==> config.mk <==
export PLATFORM = sky130hd
export DESIGN_NAME = tmds_word_aligner
export DESIGN_NICKNAME = d
export VERILOG_FILES = /design/src/rtl/tmds_word_aligner.sv
export SDC_FILE = /design/constraint.sdc
export NUM_CORES = 1
export LEC_CHECK = 0
export BUFFER_PORTS_ARGS = -buffer_cell sky130_fd_sc_hd__buf_4
export CAP_MARGIN = 5
export CORE_UTILIZATION = 37
export DETAILED_ROUTE_END_ITERATION = 10
export SLEW_MARGIN = 5
export SYNTH_ARGS = -nofsm -noshare
export SYNTH_HDL_FRONTEND = slang
export SYNTH_SLANG_ARGS = --single-unit
==> constraint.sdc <==
create_clock -name i_pixclk -period 5.7 [get_ports i_pixclk]
set_input_delay 1.71 -clock i_pixclk [delete_from_list [all_inputs] [get_ports i_pixclk]]
set_output_delay 1.71 -clock i_pixclk [all_outputs]
set_load 0.005 [all_outputs]
==> src/rtl/tmds_word_aligner.sv <==
// tmds_word_aligner
//   Word aligner for one TMDS channel. Sits between a 1:10 deserializer
//   (arbitrary word boundary) and the TMDS decoder. It hunts for the bit
//   offset at which HDMI control tokens appear. Once enough consecutive
//   tokens are seen, it emits word-aligned symbols.
//
// Parameters
//   LOCK_TOKENS  consecutive control tokens needed to declare lock (>=2)
//   TIMEOUT      cycles without a control token before the offset advances
//                (SEARCH) or lock is dropped (LOCKED); must exceed one line
//
// Ports
//   i_pixclk   pixel clock, all logic on rising edge
//   i_reset    asynchronous active-high reset
//   i_raw      raw deserialized word, bit0 = first bit on the wire
//   o_data     aligned symbol, bit0 = first bit of the symbol (2-cycle latency)
//   o_offset   current bit offset 0..9
//   o_aligned  1 while LOCKED
//   o_token    o_data is one of the four control tokens
//   o_resync   one-cycle pulse when lock is lost
module tmds_word_aligner #(
  parameter int LOCK_TOKENS = 8,
  parameter int TIMEOUT     = 4096
) (
  input  logic       i_pixclk,
  input  logic       i_reset,
  input  logic [9:0] i_raw,
  output logic [9:0] o_data,
  output logic [3:0] o_offset,
  output logic       o_aligned,
  output logic       o_token,
  output logic       o_resync
);

  localparam int TW = $clog2(TIMEOUT);
  localparam int RW = $clog2(LOCK_TOKENS + 1);
  localparam logic [TW-1:0] TMO_LAST = TW'(TIMEOUT - 1);
  localparam logic [RW-1:0] RUN_LAST = RW'(LOCK_TOKENS - 1);

  typedef enum logic [1:0] {SEARCH, VERIFY, LOCKED} state_t;

  state_t        r_state, w_state_nxt;
  logic [9:0]    r_prev;
  logic [3:0]    r_offset, w_off_nxt, w_off_adv;
  logic [TW-1:0] r_tmo, w_tmo_nxt;
  logic [RW-1:0] r_run, w_run_nxt;
  logic          r_aligned, r_resync, w_resync_nxt;
  logic [9:0]    r_data;
  logic          r_token;

  logic [19:0]   w_window;
  logic [9:0]    w_cand;
  logic          w_tok;

  // The window spans the previous and current word so that any of the 10 bit
  // offsets yields a complete symbol. The registered offset drives the select
  // directly, so a new offset is used on the very next compare.
  assign w_window = {i_raw, r_prev};
  assign w_cand   = w_window[{1'b0, r_offset} +: 10];
  assign w_tok    = (w_cand == 10'h354) || (w_cand == 10'h0AB) ||
                    (w_cand == 10'h154) || (w_cand == 10'h2AB);

  assign w_off_adv = (r_offset == 4'd9) ? 4'd0 : r_offset + 4'd1;

  always_comb begin
    w_state_nxt  = r_state;
    w_tmo_nxt    = r_tmo;
    w_run_nxt    = r_run;
    w_off_nxt    = r_offset;
    w_resync_nxt = 1'b0;
    case (r_state)
      SEARCH: begin
        if (w_tok) begin
          w_state_nxt = VERIFY;
          w_run_nxt   = RW'(1);
          w_tmo_nxt   = '0;
        end else if (r_tmo == TMO_LAST) begin
          w_off_nxt = w_off_adv;
          w_tmo_nxt = '0;
        end else begin
          w_tmo_nxt = r_tmo + TW'(1);
        end
      end
      VERIFY: begin
        if (w_tok) begin
          if (r_run == RUN_LAST) begin
            w_state_nxt = LOCKED;
            w_run_nxt   = RW'(LOCK_TOKENS);
            w_tmo_nxt   = '0;
          end else begin
            w_run_nxt = r_run + RW'(1);
          end
        end else begin
          // Any break in the run means this offset is wrong; try the next one.
          w_state_nxt = SEARCH;
          w_off_nxt   = w_off_adv;
          w_run_nxt   = '0;
          w_tmo_nxt   = '0;
        end
      end
      LOCKED: begin
        // Only a full timeout drops lock; stray data words are expected
        // during active video.
        if (w_tok) begin
          w_tmo_nxt = '0;
        end else if (r_tmo == TMO_LAST) begin
          w_state_nxt  = SEARCH;
          w_tmo_nxt    = '0;
          w_run_nxt    = '0;
          w_resync_nxt = 1'b1;
        end else begin
          w_tmo_nxt = r_tmo + TW'(1);
        end
      end
      default: begin
        w_state_nxt = SEARCH;
        w_tmo_nxt   = '0;
        w_run_nxt   = '0;
      end
    endcase
  end

  always_ff @(posedge i_pixclk or posedge i_reset) begin
    if (i_reset) begin
      r_state   <= SEARCH;
      r_prev    <= '0;
      r_offset  <= '0;
      r_tmo     <= '0;
      r_run     <= '0;
      r_aligned <= 1'b0;
      r_resync  <= 1'b0;
      r_data    <= '0;
      r_token   <= 1'b0;
    end else begin
      r_state   <= w_state_nxt;
      r_prev    <= i_raw;
      r_offset  <= w_off_nxt;
      r_tmo     <= w_tmo_nxt;
      r_run     <= w_run_nxt;
      r_aligned <= (w_state_nxt == LOCKED);
      r_resync  <= w_resync_nxt;
      r_data    <= w_cand;
      r_token   <= w_tok;
    end
  end

  assign o_data    = r_data;
  assign o_offset  = r_offset;
  assign o_aligned = r_aligned;
  assign o_token   = r_token;
  assign o_resync  = r_resync;

endmodule
==> results of run 1 <==
[routing by layer]
layer	vias up	part of all wire, %	global-route usage (%)
li1	1036	-	-
met1	1099	49	24.2
met2	51	46	24.7
met3	7	3.0	2.61
met4	0	1.5	5.51
met5	-	0	0
[registers in the layout, summed over array words and instances, names as in the netlist]
name	cells
r_tmo	12
o_data	10
r_prev	10
o_offset	4
r_run	4
r_state	2
o_aligned	1
o_resync	1
o_token	1
[Yosys cell counts, drive strengths merged, types with 6 or more instances]
cell type | number | area (µm²)
mux4 | 22 | 499
nor2 | 19 | 76.3
inv | 13 | 48.8
o21ai | 21 | 105
nor2b | 6 | 37.5
nand2 | 17 | 63.8
nand4 | 6 | 37.5
mux2i | 8 | 83.8
a21oi | 7 | 35.0
nand3 | 8 | 57.6
nor3 | 7 | 51.3
buf | 10 | 85.1
dfrtp | 45 | 1130
mux2 | 9 | 101
[worst min-delay path by stage]
stage / slack (ns) / depth (start not counted) / endpoint / startpoint
global route: 0.57 / 1 / r_tmo[11] / r_tmo[11]
CTS: 0.54 / 1 / r_tmo[11] / r_tmo[11]
floorplan: 0.50 / 1 / r_tmo[11] / r_tmo[11]
global placement: 0.51 / 1 / r_tmo[11] / r_tmo[11]
finish: 0.55 / 1 / r_tmo[11] / r_tmo[11]
detailed placement: 0.52 / 1 / r_tmo[11] / r_tmo[11]
[layout by cell type, fill, tap and decap left out, types with 3 or more instances in the layout]
cell       n
a211o_1    3
a21oi_1    7
and2_1     3
and3_1     3
buf_4     31
clkbuf_8   5
dfrtp_1   45
inv_1     12
mux2_2     8
mux2i_1    7
mux4_2    21
nand2_1   17
nand2b_1   4
nand3_1    6
nand4_1    6
nor2_1    17
nor2b_1    6
nor3_1     5
nor4_1     4
o21ai_0   11
o21ai_1   10
or2_2      3
[logic make-up (layout without fill, tap and decap cells)]
kind of cell	after synthesis	after routing
and+or+nand+nor	89	89
xor gates and xnor gates	3	3
buffers and inverters	30	53
DFF	45	45
AOI/OAI and AO/OA	55	55
muxes	39	39
adders and majority gates	2	2
[power by group through the flow]
| stage | registers [mW] | clock network (mW) | logic, mW |
|---|---|---|---|
| 2_1_floorplan | 0.385 | 0 | 0.0809 |
| 4_1_cts | 0.387 | 0.245 | 0.113 |
| 3_5_place_dp | 0.393 | 0 | 0.112 |
| 5_1_grt | 0.393 | 0.256 | 0.125 |
| 6_report | 0.387 | 0.238 | 0.112 |
| 3_3_place_gp | 0.393 | 0 | 0.110 |
[worst max-delay path: stages]
cell	delay [ns]
buf_4	0.14
mux4_2	0.50
a22oi_2	0.22
nand3_2	0.13
or4_4	0.54
nor3_4	0.29
nor2_2	0.08
clkinv_2	0.20
nor3_1	0.08
a211o_1	0.29
[area by class of cell]
cell class,count,share of cell area (%)
inverter,15,1.76
clock buffer,5,2.11
sequential,45,34.5
timing repair buffer,31,7.13
clock inverter,2,1.07
tap,99,3.80
multi-input combinational,188,49.6
[metrics by stage]
| stage | hold slack (ns) | setup slack, ns | power (mW) | std cells |
|---|---|---|---|---|
| after global routing | 0.573 | 1.60 | 0.774 | 385 |
| after detailed placement | 0.520 | 1.42 | 0.505 | 378 |
| after CTS | 0.542 | 1.73 | 0.744 | 385 |
| final | 0.547 | 1.72 | 0.738 | 385 |
| after floorplan | 0.496 | 1.76 | 0.466 | 263 |
| after global placement | 0.513 | 1.45 | 0.502 | 378 |
==> metrics.yaml, run 1 <==
synth_top_family_by_area: "multiplexers"
hold_class: "flip-flop to flip-flop"
start_kind: "input pin"
clk_pin_slew_ns: 0.09
placed_area_mm2: 0.00316
io_buffers: 28
synth_compound_area_share_pct: 12.7
grt_max_degree: 46
crit_path_start: "i_raw[3]"
rsz0062_at_grt: "no"
period_needed_ns: 3.98
p_comb_share_pct: 15.2
clockBufferDepth: 2
slew_viol_final: 0
htreeDepth: 2
pwr-share-clk_pct: 32.2
worstPathMaxFanout: 16
antenna_found_initial: 0
maxSlewHeadroom_pct: 31.1
finalNetCount: 300
fill_cells: 702
hold_viol: 0
core_mm2: 0.00741
synth.avg_cell_area_um2: 11.1
drc: 0
rows: 31
synthXorXnorAreaFrac_pct: 0.904
io_pins: 29
multi_input_area_mm2: 0.00162
fin_tns_setup_ns: 0
postLayoutCoreUtil_pct: 44.0
first_global_vias: 2045
critPathArrivalTime_ns: 4.17
ir_drop_mv: 0.105
synth-edff-count: 0
seq_area_frac_synth_pct: 38.7
wire_per_inst_um: 16.8
routed_wl_mm: 6.46
p_int_mw: 0.538
finalSetupViolCount: 0
synth.distinct_cells: 61
post_cts_buffers: 0
cts-root-buf: "clkbuf_8"
maxCapViolCount: 0
cp-endpoint: "r_tmo[6]"
die_area_mm2: 0.00821
initial_utilization_pct: 39.2
p_switching_mw: 0.200
gr-usage-all-layers_pct: 16.5
synthCells: 263
synthMuxAreaShare_pct: 23.5
synth_area_mm2: 0.00291
vias_per_cell: 5.70
syn_to_final_growth_pct: 12.3
p_leak_nw: 1.34
synth_nets: 277
grt_pass1_wl_mm: 10.7
first_pass_iters: 4
drive_gt1_share_pct: 29.0
async_flop_share_pct: 100
clock_sinks: 45
r2r-end: "r_tmo[6]"
cts_resized: 0
cts_tree: "done"
vias: 2193
post-dp-hpwl_mm: 4.56
gp_congestion: 0.783
fmax_mhz: 251
synthFlopType: "dfrtp_1"
switching_share_pct: 27.1
timing.final.crit_share_pct: 69.9
r2r_cells: 10
grt_overflow: 0
synth_simple_gate_area_share_pct: 17.7
insertion_delay_ns: 0.30
ant_nets: 0
synthAdderAreaFrac_pct: 0.861
critical_path_class: "input pin to flip-flop"
first_iter_violations: 132
regArea_mm2: 0.00113
skew_ns: 0.00597
endpoint_kind: "flip-flop"
ff2ff_setup_slack_ns: 2.05
die_w_um: 90.6
r2r_start: "o_offset[1]"
ys_ff_latch: 45
required_ns: 5.89
die_height_um: 90.6
power_density_mw_per_mm2: 226
status: "finished clean"
ys_warn_count: 0
final_area_mm2: 0.00326
cts_hold_buf: 0
seqPwrFrac_pct: 52.5
tightest_slew_ns: 1.03
antenna_cells: 0
cts_made_buffers: 5
(Power assumes the default switching activity.)
==> run 2, diff against run 1 <==
clock period = 3.75 ns   (was 5.7 ns; I/O delays follow)
==> run 2 against run 1 <==
Against the previous run:
- die area unchanged
- critical path type unchanged
- combinational power up 54%
- via count increased by 0.91%
- critical path depth up 1
- clock power is 60% higher
- sequential power up 52%
- hold slack worse by 0.0038 ns
- register-to-register slack got worse by 1.5 ns
- final area grew 2.1%
- wire length about the same
==> metrics.yaml, run 2 (synthesis gave the netlist of run 1 again) <==
core_mm2: 0.00741
fmax_mhz: 295
grt_overflow: 0
cts-root-buf: "clkbuf_8"
cts_tree: "done"
gr-usage-all-layers_pct: 17.1
post-dp-hpwl_mm: 4.68
drc: 0
r2r_start: "o_offset[2]"
first_pass_iters: 4
first_global_vias: 2065
clock_sinks: 45
regMostFlops: "r_tmo"
start_kind: "input pin"
wl_met3_um: 270
hold_start: "r_tmo[11]"
post_cts_buffers: 0
endpoint_kind: "flip-flop"
fill_cells: 695
hold_class: "flip-flop to flip-flop"
cp_common_cell: "buf_4"
antenna_cells: 0
hold-path-endpoint: "r_tmo[11]"
insertion_delay_ns: 0.29
initial_utilization_pct: 39.2
rows: 31
power_density_mw_per_mm2: 343
die_w_um: 90.6
htreeDepth: 2
largest_reg_flops: 12
worstPathMaxFanout: 14
most-common-layout-cells: "45 x dfrtp_1, 36 x buf_4, 21 x mux4_2, 17 x nand2_1, 17 x nor2_1"
status: "finished clean"
finalSetupViolCount: 0
ant_nets: 0
placed_area_mm2: 0.00322
wl_met1_mm: 3.25
period_needed_ns: 3.39
critPathArrivalTime_ns: 3.61
io_pins: 29
drive_gt1_share_pct: 30.4
ff2ff_setup_slack_ns: 0.53
first_iter_violations: 115
vias_per_cell: 5.65
r2r-end: "o_offset[2]"
multi_input_area_mm2: 0.00162
die_height_um: 90.6
hold_viol: 0
syn_to_final_growth_pct: 14.7
clockBufferDepth: 2
skew_ns: 0.00426
timing.final.crit_share_pct: 90.4
required_ns: 3.97
critical_path_class: "input pin to flip-flop"
maxCapViolCount: 0
finalNetCount: 306
r2r_cells: 10
cts_made_buffers: 5
io_buffers: 28
vias: 2213
whs_path_depth: 1
dr.max_layer_used: "met4"
rsz0062_at_grt: "no"
wire_per_inst_um: 16.5
ir_drop_mv: 0.158
final_area_mm2: 0.00333
clk_pin_slew_ns: 0.08
fin_tns_setup_ns: 0
p_leak_nw: 1.38
layout_commonest_cell: "dfrtp_1"
cts_resized: 0
grt_pass1_wl_mm: 11.0
die_area_mm2: 0.00821
slew_viol_final: 0
tightest_slew_ns: 0.934
worstPathCellList: "buf_4 -> mux4_2 -> a32oi_1 -> o211ai_1 -> or4_4 -> nor3_4 -> nor2_2 -> clkinv_2 -> buf_4 -> nand3_4 -> o21ai_1"
antenna_found_initial: 0
maxSlewHeadroom_pct: 37.6
met2_length_mm: 2.85
cpPeakStageDelay_ns: 0.57
crit_path_start: "i_raw[0]"
gp_congestion: 0.832
regArea_mm2: 0.00113
crit_slowest_cell: "or4_4"
cts_hold_buf: 0
routed_wl_mm: 6.45
grt_max_degree: 46
==> run 2: critical path, delay by kind of cell <==
family                 cells  cell delay [ns]
buffers and inverters      3             0.48
and+or+nand+nor            4             1.03
muxes                      1             0.48
AOI/OAI and AO/OA          3             0.48
==> run 2: power by group <==
part | total [mW] | switching (mW) | leakage (nW) | internal [mW]
logic | 0.173 | 0.0856 | 0.778 | 0.0870
clock network | 0.380 | 0.163 | 0.0585 | 0.217
registers | 0.590 | 0.0520 | 0.540 | 0.538
==> run 2: per-layer routing <==
layer	global-route usage (%)	vias up
met4	4.84	0
met5	0	-
met3	3.45	6
li1	-	1051
met1	26.5	1109
met2	23.8	47
==> run 2: worst max-delay path by stage <==
| stage | to | slack [ns] |
|---|---|---|
| 2_1_floorplan | r_tmo[11] | 0.40 |
| 3_3_place_gp | r_tmo[3] | 0.07 |
| 3_5_place_dp | r_tmo[3] | 0.05 |
| 4_1_cts | r_tmo[3] | 0.37 |
| 5_1_grt | r_tmo[7] | 0.11 |
| 6_report | r_tmo[3] | 0.36 |
==> run 2: layout make-up <==
type                    count  share of cell area (%)
clock buffers               7                    2.59
multi-input cells         188                    48.6
inverters                  15                    1.73
flip-flops and latches     45                    33.8
clock inverters             1                   0.901
repair buffers             37                    8.71
well taps                  99                    3.72
==> run 2: per-stage QoR <==
| stage | std cells | util [%] | setup slack, ns | power (mW) | hold slack [ns] |
|---|---|---|---|---|---|
| 4_1_cts | 392 | 45.0 | 0.367 | 1.16 | 0.540 |
| 2_1_floorplan | 263 | - | 0.399 | 0.708 | 0.496 |
| 3_3_place_gp | 384 | 43.4 | 0.0724 | 0.766 | 0.514 |
| 3_5_place_dp | 384 | 43.4 | 0.0546 | 0.771 | 0.519 |
| 5_1_grt | 392 | 45.0 | 0.110 | 1.22 | 0.587 |
| 6_report | 392 | 45.0 | 0.361 | 1.14 | 0.543 |
==> run 3, diff against run 2 <==
PLACE_DENSITY_LB_ADDON = 0.05   (was default)
REMOVE_ABC_BUFFERS = 1   (was default)
==> run 3 against run 2 <==
Against the previous run:
- via count is 0.32% higher
- critical path type unchanged
- non-clock buffer count grew 3
- hold slack gained 0.0089 ns
- combinational power about the same
- clock power grew 16%
- sequential cell count unchanged
- count of clock-buffer cells in the layout shrank 2
- fmax rose by 1.1%
- clock skew is essentially flat
- sequential share of layout area decreased by 0.40 points
- final area grew 1.2%
- critical path depth stayed put
- largest power group unchanged
==> metrics.yaml, run 3 (synthesis gave the netlist of run 1 again) <==
status: "finished clean"
required_ns: 3.98
routed_wl_mm: 6.75
placed_area_mm2: 0.00324
crit_buf_inv: 3
initial_utilization_pct: 39.2
antenna_cells: 0
largest_reg_flops: 12
grt_max_degree: 46
clk_pin_slew_ns: 0.09
ant_nets: 0
cts_hold_buf: 0
die_height_um: 90.6
power_density_mw_per_mm2: 356
endpoint_kind: "flip-flop"
finalNetCount: 309
clock_sinks: 45
critPathArrivalTime_ns: 3.58
r2r_cells: 11
tightest_slew_ns: 0.962
layout_commonest_cell: "dfrtp_1"
ff2ff_setup_slack_ns: 0.66
grt_overflow: 0
die_w_um: 90.6
crit_slowest_cell: "or4_4"
htreeDepth: 2
wire_per_inst_um: 17.1
first_global_vias: 2246
drc: 0
most-common-layout-cells: "45 x dfrtp_1, 39 x buf_4, 21 x mux4_2, 17 x nand2_1, 17 x nor2_1"
cts_tree: "done"
clockBufferDepth: 2
grt_pass1_wl_mm: 11.4
maxCapViolCount: 0
post-dp-hpwl_mm: 4.91
vias_per_cell: 5.62
post_cts_buffers: 0
slew_viol_final: 0
cpPeakStageDelay_ns: 0.54
vias: 2220
hold_viol: 0
fmax_mhz: 298
hold_class: "flip-flop to flip-flop"
die_area_mm2: 0.00821
timing.final.crit_share_pct: 89.4
gp_congestion: 0.834
p_leak_nw: 1.40
io_pins: 29
cp_top_family: "simple AND/OR/NAND/NOR gates"
gr-usage-all-layers_pct: 17.8
cp_common_cell: "buf_4"
core_mm2: 0.00741
cts_resized: 0
final_area_mm2: 0.00337
syn_to_final_growth_pct: 16.1
rows: 31
maxSlewHeadroom_pct: 35.8
cts_made_buffers: 5
critical_path_class: "input pin to flip-flop"
fill_cells: 706
fin_tns_setup_ns: 0
worstPathMaxFanout: 14
drive_gt1_share_pct: 31.4
cts-root-buf: "clkbuf_8"
skew_ns: 0.00389
regMostFlops: "r_tmo"
finalSetupViolCount: 0
rsz0062_at_grt: "no"
worstPathCellList: "buf_4 -> mux4_2 -> a22oi_2 -> nand3_2 -> or4_4 -> nor3_4 -> nor2_2 -> clkinv_2 -> buf_4 -> nand3_4 -> o21ai_1"
first_pass_iters: 4
period_needed_ns: 3.35
ir_drop_mv: 0.183
path_depth: 11
hold_ws_ns: 0.552
start_kind: "input pin"
antenna_found_initial: 0
postLayoutCoreUtil_pct: 45.5
insertion_delay_ns: 0.30
first_iter_violations: 89
whs_path_depth: 1
io_buffers: 28
-- run 3: changes by cell type in the layout (fill, tap and decap cells not counted), sizes merged --
cell	change
buf	+3
clkinv	+1
bufinv	+1
clkbuf	-2
-- run 3: final cells by class --
class,count,area (µm²),area share [%]
clock buffer,5,68.8,2.04
clock inverter,3,65.1,1.93
inverter,15,57.6,1.71
multi-input combinational,188,1620,48.0
sequential,45,1130,33.4
tap,99,124,3.67
timing repair buffer,40,313,9.27
-- run 3: worst paths after layout --
path / startpoint / endpoint
worst max-delay path: i_raw[4] / r_tmo[7]
worst min-delay path: r_tmo[10] / r_tmo[10]
worst max register to register: o_offset[0] / r_tmo[7]
worst min register to register: r_tmo[10] / r_tmo[10]
max in group asynchronous: i_reset / o_data[3]
min in group asynchronous: i_reset / r_prev[6]
-- run 3: worst register-to-register path, stage by stage, from the launching register on --
cell	delay, ns
dfrtp_1	0.49
buf_4	0.23
mux4_2	0.54
a22oi_2	0.15
nand3_2	0.12
or4_4	0.54
nor3_4	0.28
nor2_2	0.08
clkinv_2	0.17
buf_4	0.17
nand3_4	0.10
o21ai_1	0.16
-- run 3: routing by layer --
metal,track usage (%),part of all wire [%],vias to the layer above,wire (µm)
met5,0,0,-,0
met4,5.51,1.3,0,91
met3,2.95,3.0,8,203
met2,31.4,51,42,3440
met1,22.1,45,1122,3020
li1,-,-,1048,-
-- run 3: stage by stage --
step	cells	setup slack (ns)	power [mW]
3_5_place_dp	387	0.0738	0.773
3_3_place_gp	387	0.0896	0.770
2_1_floorplan	248	0.380	0.708
5_1_grt	395	0.216	1.27
6_report	395	0.397	1.20
4_1_cts	395	0.384	1.22
-- run 3: power by group --
part	switching (mW)	total [mW]	internal (mW)
clock	0.177	0.442	0.265
combinational	0.0849	0.172	0.0876
sequential	0.0502	0.588	0.538
